$ cat src/rtl/alu_resp.sv
// alu_resp: registered 4-op ALU behind a valid/ready request port,
// returning in-order results through a 2-entry response buffer.
module alu_resp #(
  parameter int WIDTH = 8,
  parameter int CNT_W = 16
) (
  input  logic             clk,
  input  logic             rst_n,
  input  logic             req_valid,
  output logic             req_ready,
  input  logic [1:0]       req_opcode,
  input  logic [WIDTH-1:0] req_a,
  input  logic [WIDTH-1:0] req_b,
  output logic             rsp_valid,
  input  logic             rsp_ready,
  output logic [WIDTH-1:0] rsp_y,
  output logic             rsp_carry,
  output logic [1:0]       rsp_opcode,
  output logic [CNT_W-1:0] op_count
);

  typedef enum logic [1:0] {
    EMPTY = 2'd0,
    ONE   = 2'd1,
    FULL  = 2'd2
  } st_t;

  typedef struct packed {
    logic [1:0]       op;
    logic             c;
    logic [WIDTH-1:0] y;
  } ent_t;

  st_t r_st;
  st_t w_nxt;
  ent_t r_hd;
  ent_t r_tl;
  ent_t w_new;
  logic w_push;
  logic w_pop;
  logic [WIDTH:0] w_sum;
  logic [WIDTH:0] w_dif;
  logic [CNT_W-1:0] r_cnt;

  assign req_ready  = (r_st != FULL);
  assign rsp_valid  = (r_st != EMPTY);
  assign w_push     = req_valid && req_ready;
  assign w_pop      = rsp_valid && rsp_ready;
  assign rsp_y      = r_hd.y;
  assign rsp_carry  = r_hd.c;
  assign rsp_opcode = r_hd.op;
  assign op_count   = r_cnt;

  // Extra top bit carries ADD carry-out / SUB borrow.
  assign w_sum = {1'b0, req_a} + {1'b0, req_b};
  assign w_dif = {1'b0, req_a} - {1'b0, req_b};

  always_comb begin
    w_new    = '0;
    w_new.op = req_opcode;
    unique case (req_opcode)
      2'b00: begin
        w_new.y = w_sum[WIDTH-1:0];
        w_new.c = w_sum[WIDTH];
      end
      2'b01: begin
        w_new.y = w_dif[WIDTH-1:0];
        w_new.c = w_dif[WIDTH];
      end
      2'b10: w_new.y = ~req_a;
      2'b11: w_new.y = req_a | req_b;
    endcase
  end

  always_comb begin
    w_nxt = r_st;
    unique case (r_st)
      EMPTY: if (w_push) w_nxt = ONE;
      ONE: begin
        if (w_push && !w_pop)      w_nxt = FULL;
        else if (w_pop && !w_push) w_nxt = EMPTY;
      end
      FULL: if (w_pop) w_nxt = ONE;
      default: w_nxt = EMPTY;
    endcase
  end

  always_ff @(posedge clk or negedge rst_n) begin
    if (!rst_n) r_st <= EMPTY;
    else        r_st <= w_nxt;
  end

  // Head holds its last value when popped to empty, so outputs never go X.
  always_ff @(posedge clk or negedge rst_n) begin
    if (!rst_n) begin
      r_hd <= '0;
      r_tl <= '0;
    end else begin
      unique case (1'b1)
        (r_st == FULL): begin
          if (w_pop) r_hd <= r_tl;
        end
        (r_st == ONE): begin
          if (w_push && w_pop) r_hd <= w_new;
          else if (w_push)     r_tl <= w_new;
        end
        default: begin
          if (w_push) r_hd <= w_new;
        end
      endcase
    end
  end

  always_ff @(posedge clk or negedge rst_n) begin
    if (!rst_n)     r_cnt <= '0;
    else if (w_pop) r_cnt <= r_cnt + 1'b1;
  end

endmodule

$ cat config.mk
export PLATFORM = sky130hd
export DESIGN_NAME = alu_resp
export DESIGN_NICKNAME = d
export VERILOG_FILES = /design/src/rtl/alu_resp.sv
export SDC_FILE = /design/constraint.sdc
export NUM_CORES = 1
export LEC_CHECK = 0
export ABC_AREA = 0
export ABC_CLOCK_PERIOD_IN_PS = 7390
export BUFFER_PORTS_ARGS = -buffer_cell sky130_fd_sc_hd__buf_4
export CORE_ASPECT_RATIO = 1.5
export CORE_MARGIN = 8
export CORE_UTILIZATION = 47
export DETAILED_ROUTE_END_ITERATION = 8
export GPL_ROUTABILITY_DRIVEN = 0
export PLACE_DENSITY = 0.75
export SYNTH_ARGS = -nofsm -noshare
export SYNTH_HDL_FRONTEND = slang
export SYNTH_SLANG_ARGS = --single-unit
$ cat constraint.sdc
create_clock -name clk -period 7.39 [get_ports clk]
set_clock_uncertainty 0.1 [all_clocks]
set_input_delay 1.478 -clock clk [delete_from_list [all_inputs] [get_ports clk]]
set_output_delay 1.478 -clock clk [all_outputs]
set_load 0.005 [all_outputs]
==> flow_summary_export.csv, run 1 <==
group,metric,value,unit
timing,period_share,50.8,%
synthesis,synth.top_cell.area_share,35.1,%
synthesis,synth.distinct_cells,56,
clocking,ctsLongestPathBuffers,2,
worst_hold_path,worstHoldPathCells,1,
worst_hold_path,holdPathEnd,"op_count[15]$_DFFE_PN0P_",
routing,vias,2381,
synthesis,postSynthAreaPerCell,9.18,µm²
clocking,htree_levels,2,
routing,dr.first_iter.drc_count,73,
timing,slew_headroom,43.6,%
timing,fmax,266,MHz
synthesis,synthFlopType,"dfrtp_1",
timing,rsz0062_at_grt,"no",
worst_hold_path,hp-start,"op_count[15]$_DFFE_PN0P_",
grt,grt_pass1_vias,2432,
setup_path,cp-end-kind,"output port",
synthesis,yosysWarnings,0,
setup_path,slowest_delay,0.72,ns
grt,grtUsageTotal,14.6,%
grt,grt_start_max_net_pins,41,
floorplan,fp.dieH,111,µm
final_layout,drive_gt1_share,20.2,%
place,hpwlAfterDp,4980,µm
clocking,cts_resized,0,
routing,first_pass_iters,4,
clocking,clk_latency,0.29,ns
floorplan,die_x,79.6,µm
synthesis,yosys.area.top_type,"dfrtp_1",
timing,setup_violations,0,
clocking,ctsRootBufferMaster,"clkbuf_8",
setup_path,required,5.81,ns
setup_path,crit_fanout,12,
power,peakVddDrop,0.108,mV
synthesis,netlist_instances,311,
power,power.density,270,nW/µm²
synthesis,syn_area,2860,µm²
routing,vias_per_cell,5.52,
setup_path,reg2regPathDepth,6,
final_layout,final_nets,410,
synthesis,ys_seq_area_share,35.1,%
grt,grt_util_met2,26.7,%
routing,wl,6260,µm
timing,fin_crit,3.75,ns
timing,hold_violations,0,
floorplan,pin_count,51,
synthesis,ys_seq_elements,40,
floorplan,core,6000,µm²
grt,grt_pass1_wl,10700,µm
timing,final-max-slew-violation-count,0,
setup_path,r2r_slack,4.06,ns
routing,drc,0,
synthesis,synth_nets,365,
setup_path,crit_slowest_cell,"nor2b_1",
floorplan,initial_core_util,47.6,%
clocking,ctsHoldBuffers,0,
grt,antenna_found_initial,0,
setup_path,rr_endpoint,"r_tl[4]$_DFFE_PN0P_",
clocking,post-cts-setup-buffers,0,
worst_hold_path,min_path_type,"reg -> reg",
synthesis,synth_edf_count,0,
routing,routedWlPerCell,14.5,µm
final_layout,fill_cells,516,
job,maxCapViolations,0,
synthesis,synthArstFlopShare,100,%
status,outcome,"finished clean",
grt,grt-ovfl-total,0,
grt,grt.busiest_layer,"met2",
routing,ant_nets,0,
setup_path,critPathLaunchType,"flip-flop",
grt,gr-usage-met1,15.7,%
clocking,path_clk_slew,0.08,ns
timing,hold_slack,0.379,ns
setup_path,path_class,"reg -> out",
clocking,cts_tree,"yes",
clocking,clock_sinks,40,
place,port_buffers,50,
floorplan,rows,35,
clocking,numCtsBuffers,5,
final_layout,final-seq-area,1000,µm²
setup_path,crit_chain,"nor2b_1 -> inv_1 -> buf_4",
synthesis,synth_area_leaders,"dfrtp_1 (35%), ha_1 (13%), xnor2_1 (4.9%)",
floorplan,die-area,8880,µm²
final_layout,area_growth,18.0,%
grt,gr-usage-met3,3.06,%
power,p_leak,1.62,nW
setup_path,timing.rr.start,"r_st[1]$_DFFE_PN0P_",
final_layout,antennaDiodeCount,0,
timing,worst_pin_slew,0.844,ns
final_layout,multiInputGateArea,1690,µm²
setup_path,arrival,2.18,ns
timing,setup_tns,0,ns
==> per-layer routing <==
metal	vias to the layer above	part of all wire, %
li1	1177	-
met1	1139	40
met2	60	53
met3	5	5.9
met4	0	0.98
met5	-	0
==> worst max path at each step <==
stage                           endpoint  slack [ns]                 from
global placement    rsp_y[6]$_DFFE_PN0P_        3.59             req_a[0]
floorplan           rsp_y[6]$_DFFE_PN0P_        3.78             req_a[0]
global route                   req_ready        3.47  r_st[1]$_DFFE_PN0P_
detailed placement  rsp_y[6]$_DFFE_PN0P_        3.56             req_a[0]
CTS                            req_ready        3.60  r_st[1]$_DFFE_PN0P_
finish                         req_ready        3.64  r_st[1]$_DFFE_PN0P_
==> cells in the final DEF (no fill, tap or decap), drive strengths merged, types with 4 or more instances in the layout <==
cell type and instances:
clkbuf 6, and3 4, nand4 7, buf 51, nand2 27, nor2 22, dfrtp 40, nor2b 6
mux2i 5, a211oi 5, ha 30, a31oi 4, a21oi 16, mux2 5, nor3 7, a21o 4
o21ai 16, o31ai 4, nand3 9, xnor2 16, inv 28
==> cells by family (layout without fill, tap and decap cells) <==
family | count (synthesis) | count (layout) | share of synthesized area [%]
buf+inv | 41 | 87 | 5.74
flops | 40 | 40 | 35.1
simple gates | 93 | 93 | 15.7
xor+xnor | 18 | 18 | 5.52
mux | 12 | 12 | 5.30
compound gates | 75 | 75 | 18.1
fa+ha+maj | 32 | 32 | 14.5
==> report_power, final <==
| group | internal, mW | switching (mW) | total (mW) |
|---|---|---|---|
| clock | 0.0756 | 0.0770 | 0.153 |
| combinational | 0.194 | 0.195 | 0.389 |
| sequential | 0.302 | 0.0655 | 0.367 |
==> area by class of cell <==
cell class	count	area share (%)
multi-input combinational	230	50.2
sequential	40	29.7
timing repair buffer	51	11.4
inverter	28	3.12
tap	74	2.75
clock buffer	6	2.45
clock inverter	2	0.446
==> state kept, by name (all words and copies together) (netlist names) <==
name        count
op_count       16
r_tl           11
rsp_y           8
r_st            2
rsp_opcode      2
rsp_carry       1
==> cell usage after synthesis (3+ instances only) <==
cell type,n
ha_1,30
o31ai_1,4
nand2_1,27
xnor2_1,16
o21ai_0,14
nor3_1,7
nor2b_1,6
and3_1,4
a21oi_1,16
clkbuf_1,9
nand2b_1,3
a21o_1,4
mux2_2,5
nand3_1,9
a31oi_1,4
a211oi_1,4
inv_1,28
nand4_1,7
o211ai_1,3
dfrtp_1,40
mux2i_1,5
nor2_1,22
==> worst max-delay path: cells and delay by family, from the launching register on <==
family                 cells  cell delay, ns
and+or+nand+nor            1            0.72
buffers and inverters      2            0.69
DFF                        1            0.47
==> per-stage QoR <==
stage | setup WS (ns) | total power, mW | utilization [%] | std cells | cell area [µm²]
after detailed placement | 3.56 | 0.765 | 54.5 | 423 | 3270
after global routing | 3.47 | 0.986 | 56.2 | 431 | 3370
final | 3.64 | 0.908 | 56.2 | 431 | 3370
after CTS | 3.60 | 0.918 | 56.2 | 431 | 3370
after floorplan | 3.78 | 0.601 | - | 311 | 2860
after global placement | 3.59 | 0.749 | 54.5 | 423 | 3270
No activity file was read; power rests on OpenSTA's default activity.
==> run 2, diff against run 1 <==
- ABC_CLOCK_PERIOD_IN_PS: 7390 -> 3600
- clock period: 7.39 -> 3.6 ns (I/O delays scaled with it)
==> run 2 against run 1 <==
  * Power is 100% higher
  * Critical path depth is 7 higher
  * Global-route usage up 0.25 points
  * Largest cell class unchanged
  * Largest power group unchanged
==> flow_summary_export.csv, run 2 (synthesized netlist as in run 1, its figures left out) <==
group,metric,value,unit
timing,slew_headroom,44.8,%
floorplan,pin_count,51,
place,port_buffers,50,
grt,grtUsageTotal,14.8,%
clocking,clock_sinks,40,
floorplan,initial_core_util,47.6,%
setup_path,crit_fanout,4,
floorplan,fp.dieH,111,µm
routing,first_pass_iters,4,
place,hpwlAfterDp,5100,µm
routing,vias,2351,
grt,grt_start_max_net_pins,41,
clocking,post-cts-setup-buffers,0,
final_layout,largest_register_ffs,16,
power,peakVddDrop,0.239,mV
floorplan,die_x,79.6,µm
timing,setup_violations,0,
routing,drc,0,
timing,hold_violations,0,
timing,fmax,359,MHz
grt,grt_pass1_wl,10800,µm
setup_path,required,3.71,ns
power,power.density,546,nW/µm²
setup_path,crit_slowest_cell,"or4_4",
setup_path,path_class,"in -> reg",
clocking,cts_tree,"yes",
final_layout,final_nets,412,
routing,vias_per_cell,5.44,
setup_path,timing.rr.start,"r_st[1]$_DFFE_PN0P_",
clocking,htree_levels,2,
job,maxCapViolations,0,
timing,rsz0062_at_grt,"no",
clocking,cts_resized,0,
status,outcome,"finished clean",
grt,grt_pass1_vias,2400,
setup_path,cp_top_family,"compound AO/OA/AOI/OAI gates",
final_layout,mostFrequentLayoutCells,"buf_4 (53), dfrtp_1 (40), ha_1 (30)",
floorplan,core,6000,µm²
final_layout,final-seq-area,1000,µm²
clocking,path_clk_slew,0.07,ns
clocking,ctsRootBufferMaster,"clkbuf_8",
clocking,numCtsBuffers,5,
setup_path,crit_chain,"buf_4 -> inv_1 -> ha_1 -> fa_1 -> o21ba_1 -> or4_4 -> a21o_1 -> a21o_1 -> a31o_1 -> o221ai_2",
floorplan,rows,35,
routing,ant_nets,0,
setup_path,crit_start,"req_a[0]",
floorplan,die-area,8880,µm²
timing,final-max-slew-violation-count,0,
final_layout,multiInputGateArea,1690,µm²
clocking,clk_latency,0.28,ns
setup_path,crit_top_cell,"a21o_1",
setup_path,arrival,2.90,ns
routing,dr.first_iter.drc_count,137,
power,p_leak,1.63,nW
final_layout,area_growth,17.8,%
final_layout,antennaDiodeCount,0,
clocking,ctsLongestPathBuffers,2,
setup_path,critPathLaunchType,"input port",
timing,setup_tns,0,ns
final_layout,fin_util,56.1,%
final_layout,final_common_cell,"buf_4",
setup_path,slowest_delay,0.42,ns
timing,period_share,77.4,%
final_layout,fill_cells,553,
grt,grt-ovfl-total,0,
clocking,ctsHoldBuffers,0,
final_layout,drive_gt1_share,20.1,%
worst_hold_path,min_path_type,"in -> async",
grt,antenna_found_initial,0,
setup_path,cp-end-kind,"flip-flop",
routing,routedWlPerCell,14.9,µm
routing,wl,6430,µm
timing,worst_pin_slew,0.825,ns
timing,fin_crit,2.79,ns
setup_path,critPathBufInv,2,
run 2: final timing paths:
path / end / slack (ns) / cells past startpoint
setup / recovery: rsp_y[6]$_DFFE_PN0P_ / 0.81 / 10
hold / removal: op_count[3]$_DFFE_PN0P_ / 0.30 / 1
setup reg to reg: r_tl[2]$_DFFE_PN0P_ / 1.08 / 7
hold reg to reg: r_tl[0]$_DFFE_PN0P_ / 0.38 / 2
max in group asynchronous: r_tl[3]$_DFFE_PN0P_ / 2.76 / 1
min in group clk: r_tl[0]$_DFFE_PN0P_ / 0.38 / 2
run 2: metal layers:
metal / track usage (%) / wire length, µm
met1: 15.7 / 2560
met2: 27.1 / 3430
met3: 3.15 / 318
met4: 5.59 / 119
met5: 0 / 0
run 2: through the flow:
stage	instance area (µm²)	power [mW]	hold slack, ns	setup slack (ns)	std cells
floorplan	2860	1.23	0.324	0.744	311
global placement	3290	1.54	0.361	0.555	425
detailed placement	3290	1.58	0.372	0.510	425
CTS	3360	1.86	0.313	0.820	432
global route	3360	1.99	0.331	0.713	432
finish	3360	1.84	0.296	0.812	432
run 2: layout make-up:
type	count	area share [%]
Multi-Input combinational cell	230	50.2
Sequential cell	40	29.8
Timing Repair Buffer	53	11.8
Inverter	28	3.12
Tap cell	74	2.75
Clock buffer	6	2.16
Clock inverter	1	0.149
run 2: power by group:
part	total, mW	switching [mW]	leakage, nW	internal [mW]
combinational	0.807	0.402	1.08	0.405
sequential	0.754	0.134	0.501	0.620
clock	0.275	0.144	0.0410	0.132
